<file path="config.mk">
export PLATFORM = sky130hd
export DESIGN_NAME = if_id_latch
export DESIGN_NICKNAME = d
export VERILOG_FILES = /design/src/rtl/if_id_latch.sv
export SDC_FILE = /design/constraint.sdc
export NUM_CORES = 1
export LEC_CHECK = 0
export BUFFER_PORTS_ARGS = -buffer_cell sky130_fd_sc_hd__clkbuf_2
export CELL_PAD_IN_SITES_DETAIL_PLACEMENT = 1
export CELL_PAD_IN_SITES_GLOBAL_PLACEMENT = 1
export CORE_ASPECT_RATIO = 0.9
export CORE_MARGIN = 2
export CORE_UTILIZATION = 39
export CTS_CLUSTER_DIAMETER = 30
export CTS_CLUSTER_SIZE = 14
export DETAILED_ROUTE_END_ITERATION = 16
export PLACE_DENSITY_LB_ADDON = 0.1
export SETUP_SLACK_MARGIN = 0.5
export SLEW_MARGIN = 20
export SYNTH_ARGS = -nofsm -noshare
export SYNTH_HDL_FRONTEND = slang
export SYNTH_SLANG_ARGS = --single-unit
</file>
<file path="constraint.sdc">
create_clock -name clk -period 2.3 [get_ports clk]
set_clock_uncertainty 0.15 [all_clocks]
set_input_delay 0.46 -clock clk [delete_from_list [all_inputs] [get_ports clk]]
set_output_delay 0.46 -clock clk [all_outputs]
set_load 0.05 [all_outputs]
</file>
<file path="src/rtl/if_id_latch.sv">
// if_id_latch: fetch -> decode pipeline register with a one-entry skid buffer.
//
//   state     | meaning
//   ----------+--------------------------------------------------
//   EMPTY     | out register holds a NOP bubble, valid_out = 0
//   FULL      | out register valid, skid empty
//   FULL_SKID | out register valid, skid holds the next instruction
//
// The skid catches the one instruction that completes fetch in the same
// cycle decode stalls. fetch_hold is decoded from the registered state,
// so it has no combinational path from any input.
module if_id_latch (
    input  logic        clk,
    input  logic        rst,
    input  logic        fetch_done,
    input  logic        fetch_stall,
    input  logic [15:0] instr_in,
    input  logic [15:0] currPC_in,
    input  logic [15:0] pcPlus2_in,
    input  logic        err_in,
    input  logic        hold,
    input  logic        flush,
    output logic [15:0] instr_out,
    output logic [15:0] currPC_out,
    output logic [15:0] pcPlus2_out,
    output logic        err_out,
    output logic        valid_out,
    output logic        fetch_hold,
    output logic [15:0] bubble_cnt
);

    localparam logic [15:0] NOP_INSTR = 16'h0800;

    typedef enum logic [1:0] {
        EMPTY     = 2'd0,
        FULL      = 2'd1,
        FULL_SKID = 2'd2
    } state_e;

    typedef struct packed {
        logic [15:0] instr;
        logic [15:0] pc;
        logic [15:0] pc_plus2;
        logic        err;
        logic        valid;
    } entry_t;

    localparam entry_t BUBBLE = '{instr: NOP_INSTR, pc: 16'h0000,
                                  pc_plus2: 16'h0000, err: 1'b0, valid: 1'b0};

    state_e      state_q, state_d;
    entry_t      out_q, out_d;
    entry_t      skid_q, skid_d;
    logic [15:0] bubble_cnt_q, bubble_cnt_d;
    entry_t      fetch_ent;

    // fetch_stall is informational only; a cycle without fetch_done is a bubble.
    logic unused_fetch_stall;
    assign unused_fetch_stall = fetch_stall;

    assign fetch_ent = '{instr: instr_in, pc: currPC_in, pc_plus2: pcPlus2_in,
                         err: err_in, valid: 1'b1};

    // Next-state and datapath selection; flush beats hold beats normal flow.
    always_comb begin
        state_d = state_q;
        out_d   = out_q;
        skid_d  = skid_q;
        if (flush) begin
            out_d   = BUBBLE;
            skid_d  = BUBBLE;
            state_d = EMPTY;
        end else begin
            case (state_q)
                EMPTY: begin
                    // A bubble cannot carry a hazard, so hold is ignored here.
                    if (fetch_done) begin
                        out_d   = fetch_ent;
                        state_d = FULL;
                    end
                end
                FULL: begin
                    if (hold) begin
                        if (fetch_done) begin
                            skid_d  = fetch_ent;
                            state_d = FULL_SKID;
                        end
                    end else if (fetch_done) begin
                        out_d = fetch_ent;
                    end else begin
                        out_d   = BUBBLE;
                        state_d = EMPTY;
                    end
                end
                FULL_SKID: begin
                    // Fetch is frozen by fetch_hold, so fetch_done is ignored.
                    if (!hold) begin
                        out_d   = skid_q;
                        skid_d  = BUBBLE;
                        state_d = FULL;
                    end
                end
                default: begin
                    out_d   = BUBBLE;
                    skid_d  = BUBBLE;
                    state_d = EMPTY;
                end
            endcase
        end
    end

    // Saturating count of cycles that presented a bubble to decode.
    always_comb begin
        bubble_cnt_d = bubble_cnt_q;
        if (!out_q.valid && (bubble_cnt_q != 16'hFFFF)) begin
            bubble_cnt_d = bubble_cnt_q + 16'd1;
        end
    end

    // State and output registers with synchronous reset.
    always_ff @(posedge clk) begin
        if (rst) begin
            state_q      <= EMPTY;
            out_q        <= BUBBLE;
            skid_q       <= BUBBLE;
            bubble_cnt_q <= 16'h0000;
        end else begin
            state_q      <= state_d;
            out_q        <= out_d;
            skid_q       <= skid_d;
            bubble_cnt_q <= bubble_cnt_d;
        end
    end

    assign instr_out   = out_q.instr;
    assign currPC_out  = out_q.pc;
    assign pcPlus2_out = out_q.pc_plus2;
    assign err_out     = out_q.err;
    assign valid_out   = out_q.valid;
    assign fetch_hold  = (state_q == FULL_SKID);
    assign bubble_cnt  = bubble_cnt_q;

endmodule

</file>
==> metrics.txt, run 1 <==
Multi-input gate area=2350 um2; crit path DAT=1930 ps; Post-synth EDFFs=0; Detail Placement HPWL=10800 um; DRT Wirelength=roughly 17000 um; slowest CP cell=or3_4; MaxCap Viol Count=0; PwrDens=755 nW/um2; Slew headroom=63.9%; first-pass GRT wire length=about 27000 um; vias per cell=approximately 5.7; Max Slew Vio Count=0; area leader, netlist=dfxtp_1; I/O pin cnt=around 120; post-synthesis net count=about 680; port bufs=120; Setup TNS Final=0 ps; CTS root buffer=clkbuf_16; Post-Syn Instances=a little over 600; Yosys reg bits=118; GPL Wtd Cong=0.750; Max clock buf depth=2; die area=14300 um2; status=finished, final reports clean; Avg Cell Area, Syn=8.36 um2; first-pass detailed-route iteration total=5; clock-pin slew on the worst setup and hold paths=about 50 ps; Final setup violation count=0; RSZ-0062 raised after global routing=true; top-area cell type share of the netlist area=45.4%; max incr delay on CP=450 ps; Final Cell Area=6890 um2; Initial Utilization=about 39%; CP Launch Type=register; crit path capture type=register; vias in the first global route=5297; critical path startpoint=bubble_cnt[8]$_SDFFE_PP0P_; top_reg_cell synth=dfxtp_1; HP Class=in2reg; total number of vias=5206; Bufs and invs on worst path=0; critical-path cell list=nand4_4 -> or3_4 -> o41ai_1 -> a21oi_1; Critical Path Sink=bubble_cnt[15]$_SDFFE_PP0P_; CP required=roughly 2400 ps; Slew @ Worst Pin=536 ps; Worst-Skew Late Latency=420 ps; hold slack=162 ps; CTS Sinks=118; Reg-to-Reg Start=bubble_cnt[8]$_SDFFE_PP0P_; share of post-route cells with drive strength above 1=30.5%; DIE WIDTH=between 100 and 150 um; cell leakage power=2.72 nW; final hold violations=0; post-synthesis cell area=5210 um2; Remaining DRCs=0; Reg2Reg Depth=4; drt wl/cell=18.2 um; top area cells in the synthesized netlist=dfxtp_1, o32ai_1, a32oi_1; CP max FO=5; initial antenna violation count=0; DRT iter0 DRCs=278; core area=13200 um2; fin crit period=1790 ps; Post-DRT Antenna Nets=0; FF-to-FF setup slack=510 ps; Cell Area, Placed=slightly above 6000 um2; synth warn=0; CTS Buf Count=17; delay-heaviest family, CP=simple AND/OR/NAND/NOR gates; count of cell types in the netlist=47; gr ovfl total=0; diode count=0; kind of critical path=reg2reg; fmax=558 MHz; asr flop ratio synth=0%; htree depth=4; Filler cells=1590; Layout Nets=slightly below 800; Global Route Usage Sum=23.5%; post-synthesis sequential area ratio=45.4%; power after layout=5.20 mW; die height=114 um; final worst path period share=77.9%; register area=2430 um2; Area growth, synth to finish=32.3%; Worst VDD drop=0.000487 V; row count=40; FF-to-FF End=bubble_cnt[15]$_SDFFE_PP0P_; CTS tree=yes; largest net degree at the start of global routing=38; stages on the worst setup path=4
==> state kept, by name, summed over array words and instances, names as in the netlist <==
register     flops
pcPlus2_out     16
currPC_out      16
err_out          1
state_q          2
valid_out        1
skid_q          50
instr_out       16
bubble_cnt      16
==> cell families after synthesis <==
kind of cell	synth area share, %
fa+ha+maj	0.240
xor+xnor	0.168
flops	45.4
buf+inv	11.8
simple gates	14.0
mux	0.433
compound gates	28.0
==> power by group <==
| part | switching (mW) | internal, mW |
|---|---|---|
| Sequential | 0.0339 | 2.08 |
| Clock | 0.887 | 1.60 |
| Combinational | 0.402 | 0.207 |
| Total | 1.32 | 3.88 |
==> metal layers <==
metal  GRT usage (%)  share of wire, %  vias up
met3            6.33               5.6       15
li1                -                 -     2481
met1            27.9                42     2592
met4            8.50               1.4        0
met2            40.9                50      118
met5               0                 0        -
==> repair_timing <==
item,in CTS,in global routing
endpoints found under the setup margin,63,44
buffers inserted,5,8
pin swaps,1,7
gates resized for setup,10,11
hold buffers,0,0
==> metrics by stage <==
stage	std cells	util, %	setup slack, ps
after global placement	876	46.5	247
after global routing	919	52.1	451
after detailed placement	876	46.5	156
after floorplan	623	-	431
final	919	52.1	509
after CTS	911	51.3	482
==> cells in the mapped netlist, types with 5 or more instances <==
master / number
a21oi_1: 13
dfxtp_1: 118
a22oi_1: 48
or3_1: 5
clkbuf_1: 52
a32oi_1: 48
o21ai_0: 5
nor2_1: 106
inv_1: 101
buf_2: 7
nand2_1: 10
o32ai_1: 50
==> area by class of cell <==
cell class,instances,share of cell area (%)
repair buffers,158,13.9
inverters,101,5.50
well taps,168,3.05
clock buffers,28,7.96
clock inverters,2,0.145
flip-flops and latches,118,35.3
multi-input cells,344,34.2
==> worst min-delay path, stage by stage <==
cell and delay, ps:
clkbuf_2 90, a22oi_1 70, nor2_1 70
==> worst min path at each step <==
| stage | startpoint | end | slack (ps) | cells after the start |
|---|---|---|---|---|
| after floorplan | skid_q[0]$_SDFFE_PP0P_ | skid_q[0]$_SDFFE_PP0P_ | 310 | 2 |
| after global placement | skid_q[0]$_SDFFE_PP0P_ | skid_q[0]$_SDFFE_PP0P_ | 320 | 2 |
| after detailed placement | skid_q[0]$_SDFFE_PP0P_ | skid_q[0]$_SDFFE_PP0P_ | 340 | 2 |
| after CTS | instr_in[0] | skid_q[34]$_SDFFE_PP0P_ | 150 | 3 |
| after global routing | currPC_in[7] | skid_q[25]$_SDFFE_PP0P_ | 160 | 3 |
| final | instr_in[0] | skid_q[34]$_SDFFE_PP0P_ | 160 | 3 |
==> placed cells by master (no fill, tap or decap), types with 5 or more instances in the layout <==
master	Yosys	routed
clkbuf_2	0	119
nor2_1	106	106
inv_1	101	99
dfxtp_1	118	99
o32ai_1	50	49
a22oi_1	48	48
a32oi_1	48	46
buf_4	0	31
dfxtp_4	0	18
clkbuf_16	0	18
a21oi_1	13	13
nand2_1	10	8
clkbuf_8	0	6
o21ai_0	5	5
Note: power is estimated with default switching activity, not from simulation.
==> inputs of run 2 (changes only) <==
Settings changed: CORE_UTILIZATION 39 to 36.
Clock period 2.3 ns to 1.5 ns, I/O delays scaled along.
==> run 2 against run 1 <==
Compared with the run above:
- synthesized cell count stayed put
- the flow now stops in global routing
- synthesized area stayed put
==> metrics.txt, run 2 <==
area leader, netlist=dfxtp_1 (unchanged); Global Route Usage Sum=76.7%; largest net degree at the start of global routing=51; synth warn=0 (unchanged); CTS Buf Count=17 (unchanged); I/O pin cnt=122 (unchanged); status=did not finish (was finished, final reports clean); post-synthesis net count=679 (unchanged); top_reg_cell synth=dfxtp_1 (unchanged); Error=[ERROR GRT-0232] Routing congestion too high. Check the congestion heatmap in the GUI.; die height=118 um (was 114 um); GPL Wtd Cong=0.771 (was 0.750); WEP type=sequential cell input; Max clock buf depth=2 (unchanged); post-synthesis cell area=5210 um2 (unchanged); Post-synth EDFFs=0 (unchanged); gr ovfl total=167; CTS Sinks=118 (unchanged); Cell Area, Placed=6900 um2 (was 6140 um2); Post-Syn Instances=623 (unchanged); top-area cell type share of the netlist area=45.4% (unchanged); port bufs=120 (unchanged); grt repair worst endpoint=instr_out[11]$_SDFFE_PP1P_/D; failing step=global routing; Initial Utilization=37.0% (was 39.4%); DIE WIDTH=131 um (was 126 um); count of cell types in the netlist=47 (unchanged); Post-synth top cells=dfxtp_1, nor2_1, inv_1, clkbuf_1, o32ai_1 (unchanged); count leader, synth=dfxtp_1 (unchanged); htree depth=4 (unchanged); CTS root buffer=clkbuf_16 (unchanged); asr flop ratio synth=0% (unchanged); initial antenna violation count=3; post-synthesis sequential area ratio=45.4% (unchanged); Yosys reg bits=118 (unchanged); row count=41 (was 40); Avg Cell Area, Syn=8.36 um2 (unchanged); top area cells in the synthesized netlist=dfxtp_1, o32ai_1, a32oi_1 (unchanged); Detail Placement HPWL=12300 um (was 10800 um)
## run 2: per-stage QoR
step	util (%)	hold slack [ps]	TNS (ps)	worst slack, ps	instances
2_1_floorplan	-	300	-10310	-352	623
4_1_cts	68.9	-9.01	-19900	-318	1040
3_3_place_gp	49.1	328	-19240	-260	953
3_5_place_dp	49.1	341	-24750	-349	953
## run 2: what timing repair did
action / CTS
endpoints found under the setup margin: 185
hold buffers: 4
gates cloned: 10
hold endpoints to repair: 14
setup buffers: 41
pin swaps: 57
gates resized for setup: 284
## run 2: metal layers
metal / overflow / GRT usage, %
met1: 1 / 78.9
met2: 83 / 90.7
met3: 0 / 57.9
met4: 83 / 83.8
met5: 0 / 6.57
## run 2: logic make-up after synthesis
group,after synthesis,share of synthesized area (%)
AOI/OAI and AO/OA,182,28.0
buffers and inverters,161,11.8
and+or+nand+nor,158,14.0
DFF,118,45.4
muxes,2,0.433
xor gates and xnor gates,1,0.168
adders and majority gates,1,0.240
==> inputs of run 3 (changes only) <==
Settings changed: CELL_PAD_IN_SITES_DETAIL_PLACEMENT 1 to default, CELL_PAD_IN_SITES_GLOBAL_PLACEMENT 1 to default, CORE_ASPECT_RATIO 0.9 to default, CORE_UTILIZATION 36 to 40, CTS_CLUSTER_DIAMETER 30 to default, CTS_CLUSTER_SIZE 14 to default, PLACE_DENSITY_LB_ADDON 0.1 to 0.15, SETUP_SLACK_MARGIN 0.5 to default.
Clock period 1.5 ns to 2 ns, I/O delays scaled along.
==> run 3 against run 2 <==
Compared with the run above:
- the flow now finishes without violations
==> metrics.txt, run 3 (synthesis gave the netlist of run 1 again) <==
status=finished, final reports clean (was did not finish); cell leakage power=2.69 nW; Max Slew Vio Count=0; core area=~13000 um2; final worst path period share=93.5%; largest net degree at the start of global routing=46; final hold violations=0; max incr delay on CP=330 ps; die height=118 um (unchanged); post-route setup slack=~130 ps; Final Cell Area=6770 um2; first-pass GRT wire length=24700 um; Gates resized, CTS repair=0 (was 284); Cell Area, Placed=6210 um2 (was 6900 um2); CTS Sinks=118 (unchanged); Filler cells=around 1200; DRT iter0 DRCs=385; port bufs=120 (unchanged); DIE WIDTH=118 um (was 131 um); slowest CP cell=dfxtp_2; Biggest register=skid_q; I/O pin cnt=122 (unchanged); CP max FO=10; total number of vias=5054; critical-path cell list=buf_4 -> nand2b_4 -> inv_1 -> buf_12; clock-pin slew on the worst setup and hold paths=50 ps; Worst-Skew Late Latency=410 ps; delay-heaviest family, CP=buffers and inverters; CTS root buffer=clkbuf_16 (unchanged); gr ovfl total=0; Finished Core Util=53.5%; Max clock buf depth=2 (unchanged); HP Class=in2reg; Worst VDD drop=0.000536 V; CP required=1450 ps; pre-CTS WS=30.7 ps (was -349 ps); Slew @ Worst Pin=521 ps; register area=approximately 2400 um2; vias in the first global route=4984; crit path DAT=between 1000 and 1500 ps; Multi-input gate area=2280 um2; first-pass detailed-route iteration total=5; row count=41 (unchanged); CTS tree=yes; DRT Wirelength=15000 um; commonest non-fill, non-tap cells in the layout=clkbuf_2, nor2_1, inv_1, dfxtp_1, o32ai_1; die area=13900 um2; post-cts hold buffer count=0 (was 4); Post CTS Setup Buffer Count=0 (was 41); Remaining DRCs=0; commonest non-fill, non-tap cell in the layout=clkbuf_2; initial antenna violation count=0; crit path capture type=output port; share of post-route cells with drive strength above 1=about 28%; hold slack=107 ps; Global Route Usage Sum=21.8%; MaxCap Viol Count=0; power after layout=5.98 mW; max reg flops=50; fin crit period=1870 ps; kind of critical path=reg2out; Post-DRT Antenna Nets=0; GPL Wtd Cong=0.749 (was 0.771); Layout Nets=790; PwrDens=about 880 nW/um2; Detail Placement HPWL=9600 um (was 12300 um); CTS Buf Count=17 (unchanged); CP Launch Type=register; drt wl/cell=16.4 um; diode count=0; Slew headroom=64.9%; fmax=roughly 530 MHz; Initial Utilization=41.1% (was 37.0%); Area growth, synth to finish=30.1%; Bufs and invs on worst path=3; htree depth=4 (unchanged); RSZ-0062 raised after global routing=false; Final setup violation count=0; vias per cell=5.51
==> run 3: stage by stage <==
step / TNS, ps / std cells
after floorplan: -20.0 / 623
after global placement: 0 / 887
after detailed placement: 0 / 887
after CTS: 0 / 918
after global routing: 0 / 918
final: 0 / 918
==> run 3: area by class of cell <==
type | instances | area share, %
Inverter | 101 | 5.60
Clock inverter | 2 | 0.148
Tap cell | 172 | 3.18
Sequential cell | 118 | 35.2
Timing Repair Buffer | 152 | 14.1
Clock buffer | 29 | 8.13
Multi-Input combinational cell | 344 | 33.6
==> run 3: worst min-delay path: stages <==
cell and delay, ps:
clkbuf_2 90, a22oi_1 70, nor2_1 70
==> run 3: path summary, 6_finish.rpt <==
check	startpoint	endpoint	slack [ps]	depth (start not counted)
setup reg to reg	state_q[0]$_SDFFE_PP0P_	instr_out[12]$_SDFFE_PP0P_	170	5
hold reg to reg	bubble_cnt[15]$_SDFFE_PP0P_	bubble_cnt[15]$_SDFFE_PP0P_	330	2
setup / recovery	state_q[1]$_SDFFE_PP0P_	fetch_hold	130	4
hold / removal	currPC_in[1]	skid_q[19]$_SDFFE_PP0P_	110	3
==> run 3: where the power goes <==
part	switching (mW)	leakage (nW)	internal [mW]	total, mW
clock network	1.00	0.280	1.84	2.84
registers	0.0366	0.964	2.41	2.45
logic	0.454	1.44	0.241	0.695
==> run 3: per-layer routing <==
metal  vias to the layer above  wire (um)  global-route usage, %  share of wire, %
met3                        16        910                   6.69               6.1
li1                       2456          -                      -                 -
met5                         -          0                      0                 0
met4                         0        191                   6.55               1.3
met2                       138       7270                   36.0                48
met1                      2444       6640                   27.3                44
==> inputs of run 4 (changes only) <==
Settings changed: CTS_BUF_LIST from default to sky130_fd_sc_hd__clkbuf_8.
==> run 4 against run 3 <==
Compared with the run above:
- power shrank 14%
- sequential power is essentially flat
- highest routed layer unchanged
- critical path depth is the same
- die area is the same
- combinational power is essentially flat
- fmax shrank 1.6%
- worst hold slack lost 33 ps
- sequential cell count is the same
==> metrics.txt, run 4 (synthesis gave the netlist of run 1 again) <==
port bufs=120 (unchanged); crit path capture type=output port (unchanged); CP max FO=10 (unchanged); Clock power frac=39.0% (was 47.5%); met2 usage=35.6% (was 36.0%); max reg flops=50 (unchanged); drt wl/cell=16.2 um (was 16.4 um); Remaining DRCs=0 (unchanged); fin crit period=1900 ps (was 1870 ps); Max clock buf depth=2 (unchanged); Global Route Usage Sum=21.7% (was 21.8%); P_sw=1.40 mW (was 1.49 mW); CP Launch Type=register (unchanged); DRT iter0 DRCs=360 (was 385); DIE WIDTH=118 um (unchanged); initial antenna violation count=0 (unchanged); Worst-Skew Late Latency=440 ps (was 410 ps); Layout Nets=790 (unchanged); Post-DRT Antenna Nets=0 (unchanged); kind of critical path=reg2out (unchanged); gr ovfl total=0 (unchanged); commonest non-fill, non-tap cells in the layout=clkbuf_2, nor2_1, inv_1 (was clkbuf_2, nor2_1, inv_1, dfxtp_1, o32ai_1); Sw Ratio=27.2% (was 25.0%); commonest non-fill, non-tap cell in the layout=clkbuf_2 (unchanged); vias per cell=5.53 (was 5.51); total number of vias=5080 (was 5054); DP Cell Count=887 (unchanged); HP Class=in2reg (unchanged); Initial Utilization=41.1% (unchanged); Final Non-Filler Cells=918 (unchanged); P_int=3.74 mW (was 4.49 mW); Biggest register=skid_q (unchanged); first-pass detailed-route iteration total=4 (was 5); die height=118 um (unchanged); met3 Usage GRT=6.30% (was 6.69%); CP required=1450 ps (about the same); PwrDens=781 nW/um2 (was 883 nW/um2); die area=13900 um2 (unchanged); DRT Wirelength=14900 um (was 15000 um); CTS tree=yes (unchanged); Finished Core Util=51.9% (was 53.5%); vias in the first global route=5027 (was 4984); cell leakage power=2.62 nW (was 2.69 nW); Area growth, synth to finish=26.4% (was 30.1%); sequential group share of total power=47.5% (was 40.9%); met1 Use GR=26.9% (was 27.3%); CTS Buf Count=17 (unchanged); Slew @ Worst Pin=526 ps (was 521 ps); power after layout=5.14 mW (was 5.98 mW); CTS root buffer=clkbuf_8 (was clkbuf_16); post-cts hold buffer count=0 (unchanged); Max Slew Vio Count=0 (unchanged); Post CTS Setup Buffer Count=0 (unchanged); Worst VDD drop=0.000454 V (was 0.000536 V); diode count=0 (unchanged); final worst path period share=95.0% (was 93.5%); htree depth=4 (unchanged); row count=41 (unchanged); Slew headroom=64.6% (was 64.9%); fmax=526 MHz (was 535 MHz); Comb power frac=13.5% (was 11.6%); share of post-route cells with drive strength above 1=28.4% (unchanged); RSZ-0062 raised after global routing=false (unchanged); MaxCap Viol Count=0 (unchanged); largest net degree at the start of global routing=46 (unchanged); crit path DAT=1350 ps (was 1320 ps); final hold violations=0 (unchanged); Detail Placement HPWL=9600 um (unchanged); CTS Sinks=118 (unchanged); I/O pin cnt=122 (unchanged); status=finished, final reports clean (unchanged); first-pass GRT wire length=24600 um (was 24700 um); Final setup violation count=0 (unchanged); GPL Wtd Cong=0.749 (unchanged); clock-pin slew on the worst setup and hold paths=70 ps (was 50 ps); busiest grt layer=met2 (unchanged); core area=12700 um2 (unchanged)
==> run 4: cell type report <==
type | instances | area, um2
tap | 172 | 215
clock buffer | 25 | 344
sequential | 118 | 2380
fill | 1254 | 6090
timing repair buffer | 152 | 956
inverter | 101 | 379
clock inverter | 6 | 25.0
multi-input combinational | 344 | 2280
==> run 4: power by group through the flow <==
stage	clock network (mW)	registers (mW)	logic [mW]
final	2.00	2.44	0.694
after global routing	2.16	2.44	0.748
after CTS	2.05	2.44	0.698
after detailed placement	0	2.49	0.695
after global placement	0	2.49	0.682
after floorplan	0	2.64	0.298
==> run 4: timing repair <==
| item | in CTS | in global routing |
|---|---|---|
| cloned | 0 | 0 |
| endpoints found under the setup margin | 1 | 3 |
| gates resized for setup | 1 | 1 |
| endpoints found under the hold margin | 0 | 0 |
==> run 4: per-layer routing <==
| metal | up-vias | wire (um) |
|---|---|---|
| li1 | 2449 | - |
| met1 | 2445 | 6590 |
| met2 | 163 | 7100 |
| met3 | 23 | 903 |
| met4 | 0 | 281 |
| met5 | - | 0 |
==> run 4: final timing paths <==
kind / from / to / slack [ps] / cells past startpoint
max reg2reg: state_q[0]$_SDFFE_PP0P_ / instr_out[12]$_SDFFE_PP0P_ / 170 / 5
min reg2reg: bubble_cnt[15]$_SDFFE_PP0P_ / bubble_cnt[15]$_SDFFE_PP0P_ / 330 / 2
min: currPC_in[9] / skid_q[27]$_SDFFE_PP0P_ / 70 / 3
max: state_q[1]$_SDFFE_PP0P_ / fetch_hold / 100 / 4
==> run 4: per-stage QoR <==
step                      TNS (ps)  worst slack (ps)  hold slack, ps  cell area [um2]
final                            0              99.1            74.5             6580
after global routing             0              9.27            63.9             6580
after CTS                        0              36.1            45.8             6580
after detailed placement         0              30.7             319             6210
after global placement           0              70.3             312             6210
after floorplan              -20.0             -20.0             308             5230
==> run 4: worst max-delay path: stages (launching register included) <==
cell and delay [ps]:
dfxtp_2 330, buf_4 190, nand2b_4 100, inv_1 120
buf_12 150
